===== config.mk =====
export PLATFORM = sky130hd
export DESIGN_NAME = systolic_mc_seq
export DESIGN_NICKNAME = d
export VERILOG_FILES = /design/src/rtl/systolic_mc_pkg.sv /design/src/rtl/mc_result_fifo.sv /design/src/rtl/systolic_mc_seq.sv
export SDC_FILE = /design/constraint.sdc
export NUM_CORES = 1
export LEC_CHECK = 0
export ABC_CLOCK_PERIOD_IN_PS = 23200
export BUFFER_PORTS_ARGS = -buffer_cell sky130_fd_sc_hd__buf_2
export CAP_MARGIN = 10
export CORE_MARGIN = 8
export CORE_UTILIZATION = 30
export DETAILED_ROUTE_END_ITERATION = 16
export SETUP_SLACK_MARGIN = 0.02
export SYNTH_ARGS = -nofsm -noshare
export SYNTH_HDL_FRONTEND = slang
export SYNTH_SLANG_ARGS = --single-unit

===== constraint.sdc =====
create_clock -name iClk -period 23.2 [get_ports iClk]
set_input_delay 3.48 -clock iClk [delete_from_list [all_inputs] [get_ports iClk]]
set_output_delay 3.48 -clock iClk [all_outputs]
set_load 0.005 [all_outputs]

===== src/rtl/systolic_mc_pkg.sv =====
// Shared state encoding, default sizes and width helpers
// for the systolic cube memory-controller sequencer.
package systolic_mc_pkg;

  typedef enum logic [1:0] {
    ST_IDLE  = 2'd0,
    ST_READ  = 2'd1,
    ST_DRAIN = 2'd2
  } mc_state_e;

  localparam int unsigned MC_DATA_W     = 32;
  localparam int unsigned MC_ADDR_W     = 11;
  localparam int unsigned MC_LEN_W      = 11;
  localparam int unsigned MC_RD_LAT     = 1;
  localparam int unsigned MC_CH_NUM     = 3;
  localparam int unsigned MC_FIFO_DEPTH = 8;
  localparam int unsigned MC_PASS_W     = 8;

  function automatic int unsigned mc_total_w(
    input int unsigned len_w
  );
    return len_w + MC_PASS_W;
  endfunction

  function automatic int unsigned mc_idx_w(
    input int unsigned n
  );
    return (n > 1) ? $clog2(n) : 1;
  endfunction

endpackage


===== src/rtl/mc_result_fifo.sv =====
// Result beat FIFO: show-ahead read, no bypass when full,
// synchronous active-low reset of pointers and count.
module mc_result_fifo
  import systolic_mc_pkg::*;
#(
  parameter int unsigned W     = MC_DATA_W * MC_CH_NUM,
  parameter int unsigned DEPTH = MC_FIFO_DEPTH
) (
  input  logic                   iClk,
  input  logic                   iRst,
  input  logic                   iPush,
  input  logic [W-1:0]           iData,
  input  logic                   iPop,
  output logic [W-1:0]           oData,
  output logic                   oFull,
  output logic                   oEmpty,
  output logic [$clog2(DEPTH):0] oCount
);

  localparam int unsigned AW = $clog2(DEPTH);
  localparam int unsigned CW = AW + 1;

  logic [W-1:0]  mem_q [DEPTH];
  logic [AW-1:0] wp_q, wp_d;
  logic [AW-1:0] rp_q, rp_d;
  logic [CW-1:0] cnt_q, cnt_d;
  logic          push, pop;

  assign oFull  = (cnt_q == CW'(DEPTH));
  assign oEmpty = (cnt_q == '0);
  assign oCount = cnt_q;
  assign oData  = mem_q[rp_q];

  always_comb begin
    push  = iPush && !oFull;
    pop   = iPop && !oEmpty;
    wp_d  = push ? wp_q + AW'(1) : wp_q;
    rp_d  = pop ? rp_q + AW'(1) : rp_q;
    cnt_d = cnt_q + CW'(push) - CW'(pop);
  end

  always_ff @(posedge iClk) begin
    if (push) begin
      mem_q[wp_q] <= iData;
    end
  end

  always_ff @(posedge iClk) begin
    if (!iRst) begin
      wp_q  <= '0;
      rp_q  <= '0;
      cnt_q <= '0;
    end else begin
      wp_q  <= wp_d;
      rp_q  <= rp_d;
      cnt_q <= cnt_d;
    end
  end

endmodule


===== src/rtl/systolic_mc_seq.sv =====
// Systolic cube memory-controller sequencer: streams operand
// pairs into the cube and serialises result beats to RAM.
module systolic_mc_seq
  import systolic_mc_pkg::*;
#(
  parameter int unsigned DATA_W     = MC_DATA_W,
  parameter int unsigned ADDR_W     = MC_ADDR_W,
  parameter int unsigned LEN_W      = MC_LEN_W,
  parameter int unsigned RD_LAT     = MC_RD_LAT,
  parameter int unsigned CH_NUM     = MC_CH_NUM,
  parameter int unsigned FIFO_DEPTH = MC_FIFO_DEPTH
) (
  input  logic                     iClk,
  input  logic                     iRst,
  input  logic                     iStart,
  input  logic [LEN_W-1:0]         iLen,
  input  logic [MC_PASS_W-1:0]     iPasses,
  input  logic [ADDR_W-1:0]        iRdBase,
  input  logic [ADDR_W-1:0]        iWrBase,
  output logic                     oReady,
  output logic                     oDone,
  output logic                     oRdEn,
  output logic [ADDR_W-1:0]        oAddrRd,
  input  logic [DATA_W-1:0]        iDataRd,
  input  logic [DATA_W-1:0]        iWeightRd,
  output logic                     oOpValid,
  output logic [DATA_W-1:0]        oOpData,
  output logic [DATA_W-1:0]        oOpWeight,
  output logic                     oOpLast,
  input  logic                     iResValid,
  input  logic [CH_NUM*DATA_W-1:0] iResData,
  output logic                     oResReady,
  output logic                     oWrEn,
  output logic [ADDR_W-1:0]        oAddrWr,
  output logic [DATA_W-1:0]        oWrData
);

  localparam int unsigned TOT_W  = mc_total_w(LEN_W);
  localparam int unsigned CH_W   = mc_idx_w(CH_NUM);
  localparam int unsigned BEAT_W = CH_NUM * DATA_W;
  localparam int unsigned FCW    = $clog2(FIFO_DEPTH) + 1;

  mc_state_e            state_q, state_d;
  logic [LEN_W-1:0]     len_q, len_d;
  logic [LEN_W-1:0]     wcnt_q, wcnt_d;
  logic [MC_PASS_W-1:0] pas_q, pas_d;
  logic [MC_PASS_W-1:0] beats_q, beats_d;
  logic [TOT_W-1:0]     rem_q, rem_d;
  logic [ADDR_W-1:0]    rd_addr_q, rd_addr_d;
  logic [ADDR_W-1:0]    wr_addr_q, wr_addr_d;
  logic                 done_q, done_d;
  logic [RD_LAT-1:0]    vld_q, vld_d;
  logic [RD_LAT-1:0]    lst_q, lst_d;
  logic [DATA_W-1:0]    opd_q, opd_d;
  logic [DATA_W-1:0]    opw_q, opw_d;
  logic [BEAT_W-1:0]    beat_q, beat_d;
  logic [CH_W-1:0]      ch_q, ch_d;
  logic                 busy_q, busy_d;

  logic                 rd_last;
  logic                 ser_free;
  logic                 res_acc;
  logic                 bypass;
  logic                 f_push, f_pop;
  logic                 f_full, f_empty;
  logic [BEAT_W-1:0]    f_dout;
  logic [FCW-1:0]       f_cnt;
  logic [DATA_W-1:0]    wr_word;

  mc_result_fifo #(
    .W     (BEAT_W),
    .DEPTH (FIFO_DEPTH)
  ) u_fifo (
    .iClk   (iClk),
    .iRst   (iRst),
    .iPush  (f_push),
    .iData  (iResData),
    .iPop   (f_pop),
    .oData  (f_dout),
    .oFull  (f_full),
    .oEmpty (f_empty),
    .oCount (f_cnt)
  );

  assign oReady    = (state_q == ST_IDLE);
  assign oDone     = done_q;
  assign oRdEn     = (state_q == ST_READ);
  assign oAddrRd   = rd_addr_q;
  assign oOpValid  = vld_q[RD_LAT-1];
  assign oOpLast   = lst_q[RD_LAT-1];
  assign oOpData   = opd_q;
  assign oOpWeight = opw_q;
  assign oResReady = !f_full && (state_q != ST_IDLE);
  assign oWrEn     = busy_q;
  assign oAddrWr   = wr_addr_q;
  assign oWrData   = wr_word;

  // An empty FIFO hands an accepted beat straight to the
  // serialiser so it can write on the very next cycle.
  always_comb begin
    rd_last  = (state_q == ST_READ) &&
               (wcnt_q == len_q - LEN_W'(1));
    ser_free = !busy_q || (ch_q == CH_W'(CH_NUM - 1));
    res_acc  = iResValid && oResReady;
    bypass   = res_acc && f_empty && ser_free;
    f_push   = res_acc && !bypass;
    f_pop    = !f_empty && ser_free;
  end

  // RAM data is expected RD_LAT-1 cycles after the address;
  // the operand register supplies the final cycle.
  always_comb begin
    vld_d    = vld_q;
    lst_d    = lst_q;
    vld_d[0] = oRdEn;
    lst_d[0] = rd_last;
    for (int i = 1; i < RD_LAT; i++) begin
      vld_d[i] = vld_q[i-1];
      lst_d[i] = lst_q[i-1];
    end
    opd_d = opd_q;
    opw_d = opw_q;
    if (vld_d[RD_LAT-1]) begin
      opd_d = iDataRd;
      opw_d = iWeightRd;
    end
  end

  always_comb begin
    state_d   = state_q;
    len_d     = len_q;
    pas_d     = pas_q;
    wcnt_d    = wcnt_q;
    rem_d     = rem_q;
    rd_addr_d = rd_addr_q;
    wr_addr_d = busy_q ? wr_addr_q + ADDR_W'(1) : wr_addr_q;
    beats_d   = beats_q;
    done_d    = 1'b0;
    if (res_acc && beats_q != pas_q) begin
      beats_d = beats_q + MC_PASS_W'(1);
    end
    unique case (state_q)
      ST_IDLE: begin
        if (iStart) begin
          len_d     = iLen;
          pas_d     = iPasses;
          rd_addr_d = iRdBase;
          wr_addr_d = iWrBase;
          wcnt_d    = '0;
          beats_d   = '0;
          rem_d     = TOT_W'(iLen) * TOT_W'(iPasses);
          if (iLen == '0 || iPasses == '0) begin
            done_d = 1'b1;
          end else begin
            state_d = ST_READ;
          end
        end
      end
      ST_READ: begin
        rd_addr_d = rd_addr_q + ADDR_W'(1);
        rem_d     = rem_q - TOT_W'(1);
        wcnt_d    = rd_last ? '0 : wcnt_q + LEN_W'(1);
        if (rem_q == TOT_W'(1)) begin
          state_d = ST_DRAIN;
        end
      end
      ST_DRAIN: begin
        if (beats_q == pas_q && f_cnt == '0 &&
            ser_free && !res_acc) begin
          state_d = ST_IDLE;
          done_d  = 1'b1;
        end
      end
      default: state_d = ST_IDLE;
    endcase
  end

  always_comb begin
    busy_d = busy_q;
    ch_d   = ch_q;
    beat_d = beat_q;
    if (f_pop || bypass) begin
      busy_d = 1'b1;
      ch_d   = '0;
      beat_d = f_pop ? f_dout : iResData;
    end else if (busy_q) begin
      busy_d = !ser_free;
      ch_d   = ser_free ? '0 : ch_q + CH_W'(1);
    end
  end

  always_comb begin
    wr_word = '0;
    for (int i = 0; i < CH_NUM; i++) begin
      if (ch_q == CH_W'(i)) begin
        wr_word = beat_q[i*DATA_W +: DATA_W];
      end
    end
  end

  always_ff @(posedge iClk) begin
    if (!iRst) begin
      state_q   <= ST_IDLE;
      len_q     <= '0;
      pas_q     <= '0;
      wcnt_q    <= '0;
      rem_q     <= '0;
      rd_addr_q <= '0;
      wr_addr_q <= '0;
      beats_q   <= '0;
      done_q    <= 1'b0;
      vld_q     <= '0;
      lst_q     <= '0;
      opd_q     <= '0;
      opw_q     <= '0;
      beat_q    <= '0;
      ch_q      <= '0;
      busy_q    <= 1'b0;
    end else begin
      state_q   <= state_d;
      len_q     <= len_d;
      pas_q     <= pas_d;
      wcnt_q    <= wcnt_d;
      rem_q     <= rem_d;
      rd_addr_q <= rd_addr_d;
      wr_addr_q <= wr_addr_d;
      beats_q   <= beats_d;
      done_q    <= done_d;
      vld_q     <= vld_d;
      lst_q     <= lst_d;
      opd_q     <= opd_d;
      opw_q     <= opw_d;
      beat_q    <= beat_d;
      ch_q      <= ch_d;
      busy_q    <= busy_d;
    end
  end

endmodule


==> results of run 1 <==
==> per-stage QoR <==
step / util (%) / instance area (sq um) / setup WS [ns] / instances
floorplan: - / 44100 / 11.45 / 3087
global placement: 32.8 / 47800 / 15.30 / 5167
detailed placement: 32.8 / 47800 / 15.28 / 5167
CTS: 35.2 / 51400 / 16.02 / 5374
global route: 35.2 / 51400 / 15.76 / 5375
finish: 35.3 / 51500 / 15.97 / 5393
==> flip-flops by register name, summed over array words and instances, names as in the netlist, named ones only <==
register,count
oOpValid,1
oAddrWr,11
beats_q,8
oDone,1
oAddrRd,11
rem_q,19
wcnt_q,11
u_fifo.oCount,4
u_fifo.rp_q,3
oWrEn,1
pas_q,8
u_fifo.mem_q,768
oOpWeight,32
oOpData,32
beat_q,96
u_fifo.wp_q,3
state_q,2
ch_q,2
len_q,11
oOpLast,1
==> power by group <==
part	switching [mW]	internal, mW	total (mW)
combinational	0.798	0.546	1.34
clock	0.752	0.987	1.74
sequential	0.112	2.10	2.21
==> cells in the mapped netlist (all sizes together) (3+ instances only) <==
| library cell | number | area, sq um |
|---|---|---|
| o21ai | 70 | 350 |
| nor2b | 13 | 81.3 |
| a31oi | 7 | 58.8 |
| a21boi | 182 | 1370 |
| a221oi | 4 | 35.0 |
| buf | 47 | 211 |
| xnor2 | 26 | 228 |
| or3 | 9 | 57.6 |
| o211ai | 104 | 781 |
| mux4 | 192 | 4320 |
| and3 | 9 | 56.3 |
| o211a | 11 | 110 |
| a21o | 5 | 37.5 |
| edfxtp | 768 | 23100 |
| dfxtp | 260 | 5200 |
| xor2 | 33 | 289 |
| nor3b | 11 | 87.6 |
| inv | 94 | 353 |
| or4 | 4 | 30.0 |
| nor4 | 12 | 90.1 |
| ha | 57 | 713 |
| a211oi | 11 | 87.6 |
| a311oi | 4 | 35.0 |
| nand2 | 502 | 1880 |
| a32o | 4 | 40.0 |
| nand3 | 30 | 150 |
| o21a | 5 | 37.5 |
| clkbuf | 152 | 572 |
| a21oi | 72 | 360 |
| a22o | 3 | 26.3 |
| o31ai | 4 | 35.0 |
| mux2i | 103 | 1030 |
| nor2 | 79 | 297 |
| nand4 | 12 | 75.1 |
| o22ai | 3 | 18.8 |
| nand3b | 3 | 22.5 |
| nor3 | 19 | 95.1 |
| fa | 55 | 1100 |
| and2 | 85 | 532 |
==> worst max-delay path, cell delays in order <==
cell	delay, ns
buf_2	0.27
nand2_1	0.14
fa_1	0.51
fa_1	0.55
inv_1	0.05
fa_1	0.48
inv_1	0.07
fa_1	0.48
inv_1	0.04
ha_1	0.33
o21a_1	0.12
o31a_1	0.11
or2_2	0.31
a211oi_1	0.32
xnor2_1	0.17
nor2_1	0.06
o31a_1	0.31
==> how the worst max path moves through the flow <==
| stage | from | endpoint | slack (ns) | cells after the start |
|---|---|---|---|---|
| after floorplan | iResValid | u_fifo.mem_q[3][0] | 11.45 | 4 |
| after global placement | iPasses[3] | rem_q[13] | 15.30 | 17 |
| after detailed placement | iPasses[3] | rem_q[13] | 15.28 | 17 |
| after CTS | iPasses[3] | rem_q[13] | 16.02 | 17 |
| after global routing | iPasses[3] | rem_q[18] | 15.76 | 16 |
| final | iPasses[3] | rem_q[13] | 15.97 | 17 |
==> cell type report <==
| cell class | instances | area [sq um] | area share [%] |
|---|---|---|---|
| tap | 1917 | 2400 | 4.66 |
| multi-input combinational | 1765 | 14800 | 28.7 |
| antenna | 19 | 47.5 | 0.0924 |
| timing repair buffer | 362 | 1980 | 3.84 |
| sequential | 1028 | 28300 | 54.9 |
| clock inverter | 58 | 607 | 1.18 |
| clock buffer | 149 | 3010 | 5.85 |
| inverter | 95 | 357 | 0.693 |
==> cell families (layout without fill, tap and decap cells) <==
logic type	after synthesis	after routing	share of synthesized area, %
compound gates	502	502	7.91
xor+xnor	59	59	1.17
fa+ha+maj	112	112	4.11
buf+inv	294	664	2.58
mux	295	295	12.1
other cells	0	19	0
flops	1028	1028	64.1
simple gates	797	797	8.01
==> metal layers <==
| metal | global-route usage [%] | part of all wire, % |
|---|---|---|
| met2 | 23.3 | 48 |
| met4 | 3.33 | 1.8 |
| met3 | 3.79 | 7.7 |
| met1 | 18.5 | 43 |
| met5 | 0 | 0.12 |
==> results by group, run 1 <==
Status
  • Status: completed

Synthesis
  • Post-synthesis sequential area ratio: 64.1%
  • Cell Area, Synth: 44100 sq um
  • Seq cells post-synth: 1028
  • Mapped Cells: 3087
  • Fraction of registers with async set/reset: 0%
  • EDFF count, synth: 768
  • Most used DFF post-synth: edfxtp_1
  • Ys Warns: 0
  • Syn nets: 3404
  • Netlist cell types: 67
  • Mean post-synth cell area: 14.3 sq um

Min path
  • Hold path startpoint: oOpWeight[15]
  • Hold crit path type: flip-flop to flip-flop
  • Worst hold path endpoint: oOpWeight[15]
  • Worst Hold Depth: 2

Drt
  • DRC Markers: 0
  • Detailed-router iteration count before antenna repair: 5
  • Iteration-0 DRC Markers: 2052
  • Post-DR vias/cell: 4.89
  • DR WL/cell: 21.5 um
  • Detailed Route WL: 116000 um
  • DR vias: 26385
  • ANT nets after route: 0

CTS
  • CTS tree: done
  • H-tree lvl count: 3
  • CTS max path bufs: 3
  • Clock Tree Root: clkbuf_16
  • Setup bufs post-CTS: 0
  • # hold bufs at CTS: 0
  • Cts bufs inserted: 110
  • Worst-Skew Late Latency: 0.73 ns
  • Clk sinks: 1028
  • Clock transition at path regs: 0.06 ns
  • Resized cells post-CTS: 0

GRT
  • First-pass GRT wire length: 173000 um
  • Overflow after GRT: 0
  • Vias in the first global route: 26418
  • Initial antenna violation count: 42
  • Total GRT Usage: 14.1%
  • Largest net degree at the start of global routing: 196

Floorplanning
  • Die X: 399 um
  • Die Footprint: 160000 sq um
  • Initial core utilization: 30.2%
  • Core ar.: 146000 sq um
  • IO Count: 330
  • # rows: 140
  • Die height: 399 um

Layout
  • Nets: 3679
  • Most frequent cells in the layout: edfxtp_1, nand2_1, buf_2, dfxtp_1, mux4_2
  • Fraction of layout cells with a size suffix above 1: 21.5%
  • Most common cell after layout, fill and taps aside: edfxtp_1
  • Fillcell total: 14045
  • Layout Area Growth over Synthesis: 16.7%

Worst setup path
  • Crit Path Max Fanout: 13
  • Crit start category: primary input
  • CP endpoint kind: flip-flop
  • CP required: 23.76 ns
  • Reg-to-reg startpoint: ch_q[0]
  • Worst EP arrival: 7.79 ns
  • Kind of critical path: primary input to flip-flop
  • Worst r2r path cells: 10
  • Flop2flop setup slack: 18.45 ns
  • Crit Reg-Reg Endpoint: u_fifo.mem_q[2][77]

Placed design
  • RePlAce Congestion: 0.812
  • Port Buffer Count: 329
  • Post-DP HPWL: 69600 um

Power and ir drop
  • Pwr Density: 103 nW/um^2
  • Peak supply drop: 0.113 mV
  • Leakage power: 17.5 nW
  • Post-layout power: 5.29 mW

Timing
  • Hold WS: 0.458 ns
  • Period minus WS final: 7.23 ns
  • Post-Route Setup TNS: 0 ns
  • RSZ-0062 raised after global routing: no
  • Fin. max-slew vios: 0
  • Period Utilization, post-route: 31.2%
  • Final setup fails: 0
  • Max-slew headroom: 24.7%
  • Final Hold Vio Count: 0
  • Worst-Margin Slew: 1.13 ns
  • Fmax: 0.138 GHz
  • Setup Skew: 0.0649 ns

Job
  • Max cap viols: 0
(Power assumes the default switching activity.)
==> inputs of run 2 (changes only) <==
--- a/config.mk
+++ b/config.mk
@@ -5,7 +5,7 @@
 export SDC_FILE = /design/constraint.sdc
 export NUM_CORES = 1
 export LEC_CHECK = 0
-export ABC_CLOCK_PERIOD_IN_PS = 23200
+export ABC_CLOCK_PERIOD_IN_PS = 6630
 export BUFFER_PORTS_ARGS = -buffer_cell sky130_fd_sc_hd__buf_2
 export CAP_MARGIN = 10
 export CORE_MARGIN = 8
==> constraint.sdc (replaced) <==
create_clock -name iClk -period 6.63 [get_ports iClk]
set_input_delay 0.9945 -clock iClk [delete_from_list [all_inputs] [get_ports iClk]]
set_output_delay 0.9945 -clock iClk [all_outputs]
set_load 0.005 [all_outputs]
==> run 2 against run 1 <==
  * Sequential share of layout area is 0.056 points lower
  * Global-route usage is 0.17 points lower
  * Cell area is 0.10% higher
  * Flip-flop and latch count stayed put
  * Clock skew is 0.041 ns higher
==> results by group, run 2 (same netlist as run 1, synthesis figures left out) <==
Status
  • Status: completed (unchanged)

Placed design
  • Pre-CTS setup slack: 1.24 ns (was 15.28 ns)
  • Cells after DPL: 5170 (was 5167)
  • RePlAce Congestion: 0.820 (was 0.812)
  • Port Buffer Count: 329 (unchanged)
  • Post-DP HPWL: 69300 um (was 69600 um)

Drt
  • DR vias: 26371 (was 26385)
  • ANT nets after route: 0 (unchanged)
  • DR WL/cell: 21.3 um (was 21.5 um)
  • Detailed-router iteration count before antenna repair: 5 (unchanged)
  • Detailed Route WL: 115000 um (was 116000 um)
  • Post-DR vias/cell: 4.89 (about the same)
  • DRC Markers: 0 (unchanged)
  • Iteration-0 DRC Markers: 2146 (was 2052)

Timing
  • RSZ-0062 raised after global routing: no (unchanged)
  • Period Utilization, post-route: 71.0%
  • Final setup fails: 0 (unchanged)
  • Final Hold Vio Count: 0 (unchanged)
  • Final worst setup slack: 1.92 ns (was 15.97 ns)
  • Period minus WS final: 4.71 ns
  • Fin. max-slew vios: 0 (unchanged)
  • Max-slew headroom: 26.4% (was 24.7%)
  • Setup Skew: 0.106 ns (was 0.0649 ns)
  • Hold WS: 0.460 ns (was 0.458 ns)
  • Fmax: 0.212 GHz
  • Worst-Margin Slew: 1.10 ns (was 1.13 ns)

Floorplanning
  • Die Footprint: 160000 sq um (unchanged)
  • IO Count: 330 (unchanged)
  • Die height: 399 um (unchanged)
  • # rows: 140 (unchanged)
  • Core ar.: 146000 sq um (unchanged)
  • Die X: 399 um (unchanged)
  • Initial core utilization: 30.2% (unchanged)

Layout
  • Nets: 3681 (was 3679)
  • Most frequent cells in the layout: edfxtp_1, nand2_1, buf_2, dfxtp_1, mux4_2 (unchanged)
  • Layout Area Growth over Synthesis: 16.8% (was 16.7%)
  • Fillcell total: 13998 (was 14045)
  • Biggest register: u_fifo.mem_q (unchanged)
  • Fraction of layout cells with a size suffix above 1: 21.8% (was 21.5%)
  • Final Non-Filler Cells: 5392 (was 5393)
  • Most common cell after layout, fill and taps aside: edfxtp_1 (unchanged)
  • Max reg flops: 768 (unchanged)
  • Area of the multi-input gates: 14800 sq um (about the same)
  • Biggest regs: u_fifo.mem_q (768), beat_q (96) (unchanged)
  • Register area: 28300 sq um (unchanged)

Power and ir drop
  • Leakage power: 17.5 nW (about the same)
  • Post-layout power: 18.6 mW (was 5.29 mW)
  • Cell Int Power: 12.8 mW (was 3.63 mW)
  • Switching share of power: 31.1% (was 31.4%)
  • Power share of the clock group: 33.1% (was 32.9%)
  • Peak supply drop: 0.368 mV (was 0.113 mV)
  • Net Sw Power: 5.78 mW (was 1.66 mW)
  • Comb pwr share: 25.6% (was 25.4%)
  • Part of the power in registers: 41.3% (was 41.7%)
  • Pwr Density: 361 nW/um^2 (was 103 nW/um^2)

CTS
  • Resized cells post-CTS: 0 (unchanged)
  • H-tree lvl count: 3 (unchanged)
  • Cts bufs inserted: 109 (was 110)
  • Setup bufs post-CTS: 0 (unchanged)
  • Worst-Skew Late Latency: 0.75 ns (was 0.73 ns)
  • Clock transition at path regs: 0.06 ns (about the same)
  • Clock Tree Root: clkbuf_16 (unchanged)
  • # hold bufs at CTS: 0 (unchanged)
  • CTS max path bufs: 3 (unchanged)
  • Clk sinks: 1028 (unchanged)
  • CTS tree: done (unchanged)

Worst setup path
  • Flop2flop setup slack: 2.54 ns (was 18.45 ns)
  • CP endpoint kind: flip-flop (unchanged)
  • Worst EP arrival: 5.26 ns (was 7.79 ns)
  • CP required: 7.18 ns (was 23.76 ns)
  • Crit Path Max Fanout: 13 (unchanged)
  • Crit start category: primary input (unchanged)
  • Kind of critical path: primary input to flip-flop (unchanged)

GRT
  • Total GRT Usage: 13.9% (was 14.1%)
  • First-pass GRT wire length: 171000 um (was 173000 um)
  • Largest net degree at the start of global routing: 196 (unchanged)
  • Overflow after GRT: 0 (unchanged)
  • Initial antenna violation count: 42 (unchanged)
  • Vias in the first global route: 26506 (was 26418)

Job
  • Max cap viols: 0 (unchanged)

Min path
  • Hold crit path type: flip-flop to flip-flop (unchanged)
[run 2: cell types whose count changed in the layout (fill, tap and decap cells not counted), moves of 4 or more]
| cell | previous run | this run |
|---|---|---|
| clkinv_1 | 16 | 7 |
| diode_2 | 19 | 15 |
| clkbuf_8 | 6 | 16 |
| buf_4 | 27 | 31 |
[run 2: final cells by class]
| cell class | count | area share (%) |
|---|---|---|
| diodes | 15 | 0.0729 |
| clock buffers | 157 | 5.95 |
| clock inverters | 50 | 1.15 |
| inverters | 95 | 0.692 |
| multi-input cells | 1765 | 28.7 |
| flip-flops and latches | 1028 | 54.9 |
| well taps | 1917 | 4.66 |
| repair buffers | 365 | 3.85 |
[run 2: metrics by stage]
step                utilization (%)  area, sq um   TNS, ns
floorplan                         -        44100  -1153.09
global placement               32.8        47800         0
detailed placement             32.8        47800         0
CTS                            35.3        51500         0
global route                   35.3        51500         0
finish                         35.3        51500         0
[run 2: power by group through the flow]
stage / clock (mW) / combinational [mW] / sequential, mW
after floorplan: 0 / 3.38 / 7.65
after global placement: 0 / 4.76 / 7.81
after detailed placement: 0 / 4.80 / 7.82
after CTS: 6.30 / 4.83 / 7.69
after global routing: 6.54 / 5.27 / 7.74
final: 6.15 / 4.76 / 7.69
[run 2: critical path, cell delays in order]
cell	delay, ns
buf_2	0.26
nand2_1	0.12
fa_1	0.50
fa_1	0.56
inv_1	0.05
fa_1	0.47
inv_1	0.06
fa_1	0.47
inv_1	0.04
ha_1	0.32
o21a_1	0.12
o31a_1	0.12
or4_1	0.41
a31oi_1	0.31
o21ai_0	0.17
xnor2_1	0.16
o22ai_1	0.10
[run 2: path summary, 6_finish.rpt]
check,end,depth (start not counted),startpoint
max,rem_q[15],17,iPasses[3]
min,oOpWeight[13],2,oOpWeight[13]
max reg2reg,u_fifo.mem_q[3][64],8,state_q[0]
min reg2reg,oOpWeight[13],2,oOpWeight[13]
[run 2: layer usage]
metal,share of wire [%],vias to the layer above,global-route usage [%]
met5,0.11,-,0
met4,2.7,20,3.97
met3,8.1,194,4.08
met2,47,820,22.5
met1,42,13279,18.3
li1,-,12058,-
==> inputs of run 3 (changes only) <==
--- a/config.mk
+++ b/config.mk
@@ -5,7 +5,7 @@
 export SDC_FILE = /design/constraint.sdc
 export NUM_CORES = 1
 export LEC_CHECK = 0
-export ABC_CLOCK_PERIOD_IN_PS = 6630
+export ABC_CLOCK_PERIOD_IN_PS = 4600
 export BUFFER_PORTS_ARGS = -buffer_cell sky130_fd_sc_hd__buf_2
 export CAP_MARGIN = 10
 export CORE_MARGIN = 8
==> constraint.sdc (replaced) <==
create_clock -name iClk -period 4.6 [get_ports iClk]
set_input_delay 0.69 -clock iClk [delete_from_list [all_inputs] [get_ports iClk]]
set_output_delay 0.69 -clock iClk [all_outputs]
set_load 0.005 [all_outputs]
==> run 3 against run 2 <==
  * Clock-buffer cell count is 17 lower
  * Cell count is 1.3% higher
  * Combinational power is 55% higher
  * Sequential share of layout area is 0.91 points lower
  * Worst hold slack worse by 0.29 ns
  * Clock skew is 0.0053 ns lower
  * Via count is 1.5% higher
  * Critical path depth is 1 higher
  * Utilization is 0.60 points higher
  * Clock power is 44% higher
  * Register-to-register slack worse by 1.5 ns
==> results by group, run 3 (same netlist as run 1, synthesis figures left out) <==
Worst setup path
  • Worst path max stage delay: 0.55 ns (was 0.56 ns)
  • CP endpoint kind: flip-flop (unchanged)
  • Most frequent CP cell: fa_1 (unchanged)
  • Crit Path Max Fanout: 11 (was 13)
  • Crit path buffers/inverters: 5 (was 4)
  • Kind of critical path: primary input to flip-flop (unchanged)
  • Crit path depth: 18 (was 17)
  • Reg-to-reg startpoint: state_q[0] (unchanged)
  • Crit Reg-Reg Endpoint: u_fifo.mem_q[3][76] (was u_fifo.mem_q[3][64])
  • Crit start category: primary input (unchanged)
  • Worst r2r path cells: 7 (was 8)
  • Worst EP arrival: 4.81 ns (was 5.26 ns)
  • Critical path's slowest cell: fa_1 (unchanged)
  • CP required: 5.19 ns (was 7.18 ns)
  • Flop2flop setup slack: 1.09 ns (was 2.54 ns)
  • Worst path cell trace: buf_2 > nand2_1 > fa_1 > fa_1 > inv_1 > fa_1 > inv_1 > fa_1 > inv_1 > ha_1 > nand4_1 > nor2_1 > a221oi_1 > buf_4 > nand3_1 > a31oi_1 > xnor2_1 > o22ai_1 (was buf_2 > nand2_1 > fa_1 > fa_1 > inv_1 > fa_1 > inv_1 > fa_1 > inv_1 > ha_1 > o21a_1 > o31a_1 > or4_1 > a31oi_1 > o21ai_0 > xnor2_1 > o22ai_1)
  • Cell family with most CP delay: adder cells (unchanged)

CTS
  • Worst-Skew Late Latency: 0.76 ns (was 0.75 ns)
  • Clk sinks: 1028 (unchanged)
  • Cts bufs inserted: 109 (unchanged)
  • H-tree lvl count: 3 (unchanged)
  • Resized cells post-CTS: 0 (unchanged)
  • Clock transition at path regs: 0.06 ns (about the same)
  • CTS max path bufs: 3 (unchanged)
  • # hold bufs at CTS: 0 (unchanged)
  • Setup bufs post-CTS: 0 (unchanged)
  • CTS tree: done (unchanged)
  • Clock Tree Root: clkbuf_16 (unchanged)

Floorplanning
  • IO Count: 330 (unchanged)
  • Core ar.: 146000 sq um (unchanged)
  • Die height: 399 um (unchanged)
  • # rows: 140 (unchanged)
  • Initial core utilization: 30.2% (unchanged)
  • Die X: 399 um (unchanged)
  • Die Footprint: 160000 sq um (unchanged)

Min path
  • Hold crit path type: primary input to flip-flop (was flip-flop to flip-flop)
  • Worst hold path endpoint: oAddrWr[8] (was oOpWeight[13])
  • Hold path startpoint: iWrBase[8] (was oOpWeight[13])
  • Worst Hold Depth: 2 (unchanged)

Timing
  • Hold WS: 0.172 ns (was 0.460 ns)
  • RSZ-0062 raised after global routing: no (unchanged)
  • Worst-Margin Slew: 1.15 ns (was 1.10 ns)
  • Fmax: 0.237 GHz
  • Period Utilization, post-route: 91.7%
  • Final setup fails: 0 (unchanged)
  • Setup Skew: 0.100 ns (was 0.106 ns)
  • Max-slew headroom: 23.2% (was 26.4%)
  • Final Hold Vio Count: 0 (unchanged)
  • Period minus WS final: 4.22 ns
  • Fin. max-slew vios: 0 (unchanged)

GRT
  • First-pass GRT wire length: 174000 um (was 171000 um)
  • Largest net degree at the start of global routing: 108 (was 196)
  • Initial antenna violation count: 47 (was 42)
  • Vias in the first global route: 26888 (was 26506)
  • Total GRT Usage: 14.3% (was 13.9%)
  • Overflow after GRT: 0 (unchanged)

Drt
  • DR vias: 26756 (was 26371)
  • Iteration-0 DRC Markers: 2155 (was 2146)
  • DRC Markers: 0 (unchanged)
  • Detailed-router iteration count before antenna repair: 5 (unchanged)
  • Detailed Route WL: 117000 um (was 115000 um)
  • DR WL/cell: 21.5 um (was 21.3 um)
  • Post-DR vias/cell: 4.90 (was 4.89)
  • ANT nets after route: 0 (unchanged)

Layout
  • Biggest regs: u_fifo.mem_q (768), beat_q (96) (unchanged)
  • Nets: 3753 (was 3681)
  • Final core utilization: 35.9% (was 35.3%)
  • Most common cell after layout, fill and taps aside: edfxtp_1 (unchanged)
  • Fillcell total: 13967 (was 13998)
  • Max reg flops: 768 (unchanged)
  • Most frequent cells in the layout: edfxtp_1, nand2_1, buf_2, dfxtp_1, mux4_2 (unchanged)
  • Fraction of layout cells with a size suffix above 1: 23.4% (was 21.8%)
  • Biggest register: u_fifo.mem_q (unchanged)
  • Layout Area Growth over Synthesis: 18.8% (was 16.8%)

Placed design
  • RePlAce Congestion: 0.807 (was 0.820)
  • Port Buffer Count: 329 (unchanged)
  • Post-DP HPWL: 72200 um (was 69300 um)

Status
  • Status: completed (unchanged)

Job
  • Max cap viols: 0 (unchanged)

Power and ir drop
  • Pwr Density: 523 nW/um^2 (was 361 nW/um^2)
  • Peak supply drop: 0.405 mV (was 0.368 mV)
  • Leakage power: 17.9 nW (was 17.5 nW)
## run 3: changes by cell type in the layout (fill, tap and decap cells not counted), moves of 9 or more
| cell | delta |
|---|---|
| buf_12 | +19 |
| buf_4 | +53 |
| clkbuf_1 | -9 |
| clkbuf_8 | -11 |
| clkinv_1 | +10 |
## run 3: area by class of cell
| class | count | area, sq um | share of cell area (%) |
|---|---|---|---|
| Sequential cell | 1028 | 28300 | 54.0 |
| Tap cell | 1917 | 2400 | 4.58 |
| Clock buffer | 140 | 2960 | 5.65 |
| Timing Repair Buffer | 437 | 2760 | 5.28 |
| Inverter | 95 | 357 | 0.681 |
| Multi-Input combinational cell | 1765 | 14900 | 28.4 |
| Antenna cell | 15 | 37.5 | 0.0716 |
| Clock inverter | 63 | 711 | 1.36 |
## run 3: per-stage QoR
stage / setup TNS (ns) / std cells / cell area [sq um] / total power [mW] / worst slack [ns]
after global routing: 0 / 5447 / 52400 / 28.8 / 0.110
after detailed placement: -1.73 / 5242 / 48700 / 18.7 / -0.335
after floorplan: -306.59 / 3087 / 44200 / 16.0 / -1.10
after global placement: -1.87 / 5242 / 48700 / 18.7 / -0.355
after CTS: 0 / 5445 / 52400 / 27.7 / 0.429
final: 0 / 5460 / 52400 / 27.4 / 0.383
## run 3: worst max path at each step
stage / endpoint / startpoint / slack [ns]
after floorplan: u_fifo.mem_q[1][0] / oWrEn / -1.10
after CTS: rem_q[18] / iPasses[2] / 0.43
after global routing: rem_q[18] / iPasses[2] / 0.11
after detailed placement: rem_q[18] / iPasses[2] / -0.34
after global placement: rem_q[18] / iPasses[2] / -0.36
final: rem_q[18] / iPasses[2] / 0.38
## run 3: layer usage
metal  share of wire, %  track usage [%]
met1                 42             18.5
met2                 47             23.2
met3                8.6             4.46
met4                2.6             3.77
met5               0.14                0
## run 3: where the power goes
part	internal [mW]	switching [mW]	leakage (nW)
Sequential	10.6	0.557	9.05
Clock	5.09	3.80	1.78
Combinational	3.15	4.21	7.06
